$ cat config.mk
export PLATFORM = sky130hd
export DESIGN_NAME = layer_scheduler
export DESIGN_NICKNAME = d
export VERILOG_FILES = /design/src/rtl/cnn_sched_pkg.sv /design/src/rtl/layer_desc_ram.sv /design/src/rtl/layer_scheduler.sv
export SDC_FILE = /design/constraint.sdc
export NUM_CORES = 1
export LEC_CHECK = 0
export BUFFER_PORTS_ARGS = -buffer_cell sky130_fd_sc_hd__buf_4
export CAP_MARGIN = 10
export CORE_MARGIN = 2
export CORE_UTILIZATION = 25
export CTS_CLUSTER_SIZE = 10
export DETAILED_ROUTE_END_ITERATION = 12
export SETUP_SLACK_MARGIN = 0.05
export SYNTH_ARGS = -nofsm -noshare
export SYNTH_HDL_FRONTEND = slang
export SYNTH_HIERARCHICAL = 1
export SYNTH_SLANG_ARGS = --single-unit
$ cat constraint.sdc
create_clock -name clk -period 7.29 [get_ports clk]
set_clock_uncertainty 0.1 [all_clocks]
set_input_delay 0.729 -clock clk [delete_from_list [all_inputs] [get_ports clk]]
set_output_delay 0.729 -clock clk [all_outputs]
set_load 0.03 [all_outputs]
$ cat src/rtl/cnn_sched_pkg.sv
// Shared definitions for the CNN layer scheduler: FSM state encoding,
// layer kind codes and the packed layer-descriptor layout.
//
// Descriptor layout (DESC_W = 20 bits):
//   [1:0]  kind    (conv / relu / max_pool / reserved)
//   [2]    last    final layer of the run
//   [3]    no_swap keep the ping-pong feature bank after this layer
//   [19:4] wbase   weight base address
package cnn_sched_pkg;

  typedef enum logic [2:0] {
    S_IDLE   = 3'd0,
    S_FETCH  = 3'd1,
    S_GO     = 3'd2,
    S_WAIT   = 3'd3,
    S_SETTLE = 3'd4,
    S_DONE   = 3'd5
  } sched_state_t;

  localparam logic [1:0] KIND_CONV = 2'd0;
  localparam logic [1:0] KIND_RELU = 2'd1;
  localparam logic [1:0] KIND_POOL = 2'd2;
  localparam logic [1:0] KIND_RSVD = 2'd3;

  localparam int DESC_W          = 20;
  localparam int DESC_KIND_LSB   = 0;
  localparam int DESC_KIND_W     = 2;
  localparam int DESC_LAST_BIT   = 2;
  localparam int DESC_NOSWAP_BIT = 3;
  localparam int DESC_WBASE_LSB  = 4;
  localparam int DESC_WBASE_W    = 16;

  // Host-side helper for building a descriptor word.
  function automatic logic [DESC_W-1:0] pack_desc(
    input logic [1:0]  kind,
    input logic        last,
    input logic        no_swap,
    input logic [15:0] wbase
  );
    return {wbase, no_swap, last, kind};
  endfunction

endpackage

$ cat src/rtl/layer_desc_ram.sv
// Layer descriptor table: DEPTH x DESC_W register file with one write port
// and one registered read port. Only the read register is reset; the table
// contents survive reset.
//
// Ports:
//   clk      clock, rising edge
//   rstn     synchronous active-low reset (read register only)
//   i_we     write strobe
//   i_waddr  write index
//   i_wdata  descriptor to write
//   i_re     read enable; o_rdata loads table[i_raddr] on the next edge
//   i_raddr  read index
//   o_rdata  registered read data
module layer_desc_ram
  import cnn_sched_pkg::*;
#(
  parameter int DEPTH = 8,
  parameter int AW    = $clog2(DEPTH)
) (
  input  logic              clk,
  input  logic              rstn,
  input  logic              i_we,
  input  logic [AW-1:0]     i_waddr,
  input  logic [DESC_W-1:0] i_wdata,
  input  logic              i_re,
  input  logic [AW-1:0]     i_raddr,
  output logic [DESC_W-1:0] o_rdata
);

  logic [DESC_W-1:0] r_mem [DEPTH];
  logic [DESC_W-1:0] r_rdata;

  always_ff @(posedge clk) begin
    if (i_we) begin
      r_mem[i_waddr] <= i_wdata;
    end
  end

  always_ff @(posedge clk) begin
    if (!rstn) begin
      r_rdata <= '0;
    end else if (i_re) begin
      r_rdata <= r_mem[i_raddr];
    end
  end

  assign o_rdata = r_rdata;

endmodule

$ cat src/rtl/layer_scheduler.sv
// Top-level CNN layer sequencer. Steps through the descriptor table after a
// start pulse: fetch descriptor, pulse layer_go, wait for layer_ready, flip
// the ping-pong feature bank, settle, next layer.
//
// Optional feature macro: LAYER_TIMEOUT_EN -- bounds the WAIT state to
// TIMEOUT cycles, sets sticky err and finishes the run on expiry.
//
// Ports:
//   clk, rstn            clock / synchronous active-low reset
//   start, abort         run control pulses
//   cfg_we/addr/data     descriptor table write (IDLE only)
//   layer_go             one-cycle pulse to the iterator
//   layer_ready          iterator completion pulse
//   layer_idx/kind/wbase current layer descriptor
//   buf_sel              read bank of the feature buffer
//   busy, done, err      status
//
// state    | meaning
// ---------+---------------------------------------------------
// S_IDLE   | waiting for start; table writable
// S_FETCH  | descriptor at layer_idx read into output register
// S_GO     | layer_go asserted
// S_WAIT   | waiting for layer_ready (or timeout)
// S_SETTLE | SETTLE_CYCLES gap before fetching the next layer
// S_DONE   | done asserted for one cycle
module layer_scheduler
  import cnn_sched_pkg::*;
#(
  parameter int MAX_LAYERS    = 8,
  parameter int W_LIDX        = $clog2(MAX_LAYERS),
  parameter int SETTLE_CYCLES = 2,
  parameter int TIMEOUT       = 65535
) (
  input  logic              clk,
  input  logic              rstn,
  input  logic              start,
  input  logic              abort,
  input  logic              cfg_we,
  input  logic [W_LIDX-1:0] cfg_addr,
  input  logic [DESC_W-1:0] cfg_data,
  output logic              layer_go,
  input  logic              layer_ready,
  output logic [W_LIDX-1:0] layer_idx,
  output logic [1:0]        layer_kind,
  output logic [15:0]       wbase,
  output logic              buf_sel,
  output logic              busy,
  output logic              done,
  output logic              err
);

  localparam logic [W_LIDX-1:0] LAST_IDX    = W_LIDX'(MAX_LAYERS - 1);
  localparam logic [3:0]        SETTLE_LOAD = 4'(SETTLE_CYCLES - 1);

  sched_state_t      r_state;
  sched_state_t      w_next;
  logic              r_go;
  logic              r_done;
  logic              r_busy;
  logic              r_buf_sel;
  logic [W_LIDX-1:0] r_idx;
  logic [3:0]        r_settle;
  logic [DESC_W-1:0] w_desc;
  logic              w_last;
  logic              w_no_swap;
  logic              w_cfg_we;
  logic              w_start_ok;
  logic              w_ready_ok;
  logic              w_settle_end;
  logic              w_timeout;

  assign w_cfg_we     = cfg_we && (r_state == S_IDLE);
  assign w_start_ok   = start && (r_state == S_IDLE);
  assign w_ready_ok   = (r_state == S_WAIT) && layer_ready && !abort;
  assign w_settle_end = (r_state == S_SETTLE) && (r_settle == 4'd0) && !abort;

  // The RAM read register doubles as the descriptor output register, so
  // kind/wbase change only on the edge that ends FETCH.
  layer_desc_ram #(
    .DEPTH (MAX_LAYERS),
    .AW    (W_LIDX)
  ) u_desc_ram (
    .clk     (clk),
    .rstn    (rstn),
    .i_we    (w_cfg_we),
    .i_waddr (cfg_addr),
    .i_wdata (cfg_data),
    .i_re    (r_state == S_FETCH),
    .i_raddr (r_idx),
    .o_rdata (w_desc)
  );

  assign w_last    = w_desc[DESC_LAST_BIT];
  assign w_no_swap = w_desc[DESC_NOSWAP_BIT];

`ifdef LAYER_TIMEOUT_EN
  localparam logic [15:0] TIMEOUT_LAST = 16'(TIMEOUT - 1);

  logic [15:0] r_wait_cnt;
  logic        r_err;

  // Counts completed WAIT cycles; the expiry compare fires on the cycle whose
  // closing edge would bring the count to TIMEOUT.
  always_ff @(posedge clk) begin
    if (!rstn) begin
      r_wait_cnt <= '0;
    end else if (r_state != S_WAIT) begin
      r_wait_cnt <= '0;
    end else begin
      r_wait_cnt <= r_wait_cnt + 16'd1;
    end
  end

  assign w_timeout = (r_state == S_WAIT) && (r_wait_cnt == TIMEOUT_LAST)
                     && !layer_ready && !abort;

  always_ff @(posedge clk) begin
    if (!rstn) begin
      r_err <= 1'b0;
    end else if (w_start_ok) begin
      r_err <= 1'b0;
    end else if (w_timeout) begin
      r_err <= 1'b1;
    end
  end

  assign err = r_err;
`else
  logic [31:0] w_unused_timeout;
  assign w_unused_timeout = 32'(TIMEOUT);
  assign w_timeout        = 1'b0;
  assign err              = 1'b0;
`endif

  always_comb begin
    w_next = r_state;
    case (r_state)
      S_IDLE:   if (start) w_next = S_FETCH;
      S_FETCH:  w_next = S_GO;
      S_GO:     w_next = S_WAIT;
      S_WAIT: begin
        if (layer_ready) begin
          w_next = (w_last || (r_idx == LAST_IDX)) ? S_DONE : S_SETTLE;
        end else if (w_timeout) begin
          w_next = S_DONE;
        end
      end
      S_SETTLE: if (r_settle == 4'd0) w_next = S_FETCH;
      S_DONE:   w_next = S_IDLE;
      default:  w_next = S_IDLE;
    endcase
    // abort outranks everything once a run is in progress
    if (abort && (r_state != S_IDLE)) begin
      w_next = S_IDLE;
    end
  end

  always_ff @(posedge clk) begin
    if (!rstn) begin
      r_state   <= S_IDLE;
      r_go      <= 1'b0;
      r_done    <= 1'b0;
      r_busy    <= 1'b0;
      r_buf_sel <= 1'b0;
      r_idx     <= '0;
      r_settle  <= '0;
    end else begin
      r_state <= w_next;
      // status outputs are registered copies of the next-state decode
      r_go    <= (w_next == S_GO);
      r_done  <= (w_next == S_DONE);
      r_busy  <= (w_next != S_IDLE);

      if (w_start_ok) begin
        r_idx     <= '0;
        r_buf_sel <= 1'b0;
      end else begin
        if (w_settle_end) begin
          r_idx <= r_idx + W_LIDX'(1);
        end
        if (w_ready_ok && !w_no_swap) begin
          r_buf_sel <= ~r_buf_sel;
        end
      end

      if ((w_next == S_SETTLE) && (r_state != S_SETTLE)) begin
        r_settle <= SETTLE_LOAD;
      end else if ((r_state == S_SETTLE) && (r_settle != 4'd0)) begin
        r_settle <= r_settle - 4'd1;
      end
    end
  end

  assign layer_go   = r_go;
  assign done       = r_done;
  assign busy       = r_busy;
  assign buf_sel    = r_buf_sel;
  assign layer_idx  = r_idx;
  assign layer_kind = w_desc[DESC_KIND_LSB +: DESC_KIND_W];
  assign wbase      = w_desc[DESC_WBASE_LSB +: DESC_WBASE_W];

endmodule
==> flow_metrics.py <==
metrics = {
    "setup_path": {
        "reg2reg_setup_slack_ps": 4540,
        "endpoint": "u_desc_ram/r_mem[4][6]",
        "reg2reg_depth": 5,
        "start_kind": "flip-flop",
        "crit_fanout": 11,
        "cp.arrival_ps": 2770,
        "worst_setup_path_end_kind": "flip-flop",
        "rr_startpoint": "r_state[0]",
        "criticalPathCategory": "flip-flop to flip-flop",
        "crit_required_ps": 7310,
        "rr_endpoint": "u_desc_ram/r_mem[4][6]",
        "crit_path_start": "r_state[0]",
    },
    "hold_path": {
        "hp-class": "flip-flop to flip-flop",
    },
    "global_routing": {
        "busiest_layer": "met2",
        "grt_overflow": 0,
        "globalRouteMet3Util": 0.0298,
        "use_met2": 0.166,
        "grt_usage": 0.105,
        "grt_util_met1": 0.138,
        "grt_pass1_vias": 4094,
        "antenna_found_initial": 0,
        "grt_max_degree": 58,
        "grt_pass1_wl_mm": 24.4,
    },
    "job": {
        "maxCapViolCount": 0,
    },
    "detailed_routing": {
        "wl_mm": 15.8,
        "dr.pass1.iters": 5,
        "drc_errors": 0,
        "antenna_left": 0,
        "drt_iter0_drc": 319,
        "num_vias": 4024,
        "routed_via_density": 4.41,
        "post_drt_wl_per_cell_um": 17.3,
    },
    "timing": {
        "relSlewSlack": 0.214,
        "finalHoldViolations": 0,
        "setup_viol": 0,
        "fmax_mhz": 363,
        "post-route-period-util": 0.377,
        "setup_slack_ps": 4540,
        "fin_setup_tns_ps": 0,
        "rsz0062_at_grt": "false",
        "worst_pin_slew_ps": 1180,
        "drv_slew": 0,
        "fin_crit_ps": 2750,
    },
    "clock_network": {
        "ctsResizeCount": 0,
        "ctsRootBufferMaster": "clkbuf_16",
        "cts_buffers": 17,
        "clock-sinks": 194,
        "cts_setup_buffers": 0,
        "clock_insertion_delay_worst_skew_ps": 430,
        "cts.hold.buffers_added": 0,
        "cts.clk_slew.worst_paths_ps": 60,
        "cts_tree": "yes",
        "htreeDepth": 4,
        "cts_buffer_depth": 2,
    },
    "cells_and_area": {
        "syn2layout_area_growth_pct": 18.8,
        "n_antenna_cell": 0,
        "layout_common_cells": "edfxtp_1, buf_4, mux2i_1",
        "utilization": 0.302,
        "final_common_cell": "edfxtp_1",
        "nets": 543,
        "final_area_um2": 8980,
        "layout-drive-gt1-share": 0.275,
    },
    "synth": {
        "async_flop_share": 0,
        "ys_seq_area_frac": 0.726,
        "ys.flop_type": "edfxtp_1",
        "syn_avg_cell_area_um2": 16.6,
        "synthesis.nets": 487,
        "synthCells": 455,
        "synth_edf_count": 160,
        "ys_ff_latch": 194,
        "yosys_warnings": 6,
        "ys_types": 48,
        "syn_area_um2": 7550,
    },
    "die": {
        "die_width_um": 178,
        "rows": 63,
        "core_um2": 29700,
        "fp.dieH_um": 178,
        "die_area_um2": 31600,
        "initial_core_util": 0.254,
        "num_io_pins": 55,
    },
    "status": {
        "status": "complete, no violations",
    },
    "place": {
        "hpwl_mm": 9.66,
        "port_buffers": 53,
        "post-place-ws_ps": 4360,
        "placedInstanceArea_um2": 8360,
        "gp_congestion": 0.776,
    },
    "power": {
        "p_leak_uw": 0.00289,
        "vdd_drop_max_v": 0.000137,
        "finalPower_uw": 2310,
        "pwr_density_cell_nw_per_um2": 257,
    },
}
==> per-layer routing <==
metal,vias up,part of all wire,wire [µm]
met3,11,0.053,837
met1,2030,0.46,7360
met4,0,0.010,162
met5,-,0,0
met2,89,0.47,7480
li1,1894,-,-
==> power breakdown <==
part	internal (µW)	switching, µW
clock network	574	385
registers	1230	10.1
logic	39.5	74.1
==> final cells by class <==
| class | count | area [µm²] |
|---|---|---|
| inverter | 7 | 26.3 |
| multi-input combinational | 229 | 1880 |
| timing repair buffer | 62 | 493 |
| tap | 390 | 488 |
| clock inverter | 9 | 158 |
| fill | 2888 | 20700 |
| clock buffer | 22 | 444 |
| sequential | 194 | 5490 |
==> per-stage QoR <==
stage,instances,hold WS (ps)
after floorplan,455,391
after global placement,880,400
after detailed placement,881,414
after CTS,912,417
after global routing,913,422
final,913,422
==> flip-flops by register name, indices dropped and copies added (netlist names) <==
signal,flops
buf_sel,1
busy,1
done,1
layer_go,1
layer_idx,3
r_settle,4
r_state,3
u_desc_ram/o_rdata,20
u_desc_ram/r_mem,160
==> cell usage after synthesis, types with 2 or more instances <==
cell type,count,share of area
buf_6,5,0.0075
mux2_2,40,0.060
ha_1,3,0.0050
o21ai_0,20,0.013
nor3_1,7,0.0046
mux2i_1,42,0.056
a221o_1,18,0.024
nand2b_1,4,0.0033
o22ai_1,18,0.015
a21oi_1,22,0.015
nor2_1,19,0.0094
a22oi_1,2,0.0020
nand2_1,3,0.0015
edfxtp_1,160,0.64
clkbuf_1,13,0.0065
o221ai_1,2,0.0023
inv_1,7,0.0035
nor3b_1,2,0.0020
buf_12,3,0.0080
xnor2_1,4,0.0046
dfxtp_1,34,0.090
==> critical path, stage by stage (launching register included) <==
cell and delay (ps):
dfxtp_1 350, or2_1 290, nor3b_1 380, nand2_1 230, nor3_2 710, buf_4 380
==> worst min path at each step <==
stage / slack (ps) / from / end / cells after the start
finish: 420 / buf_sel / buf_sel / 2
global route: 420 / cfg_data[10] / u_desc_ram/r_mem[5][10] / 1
CTS: 420 / cfg_data[4] / u_desc_ram/r_mem[0][4] / 1
detailed placement: 410 / buf_sel / buf_sel / 2
global placement: 400 / buf_sel / buf_sel / 2
floorplan: 390 / u_desc_ram/o_rdata[2] / u_desc_ram/o_rdata[2] / 2
==> cell families (layout without fill, tap and decap cells) <==
| family | count (synthesis) | in the layout | share of synthesized area |
|---|---|---|---|
| xor+xnor | 4 | 4 | 0.00464 |
| flops | 194 | 194 | 0.726 |
| other cells | 1 | 1 | 0.000496 |
| mux | 82 | 82 | 0.115 |
| fa+ha+maj | 4 | 4 | 0.00646 |
| compound gates | 90 | 90 | 0.0793 |
| buf+inv | 32 | 100 | 0.0295 |
| simple gates | 48 | 48 | 0.0381 |
Note: power is estimated with default switching activity, not from simulation.
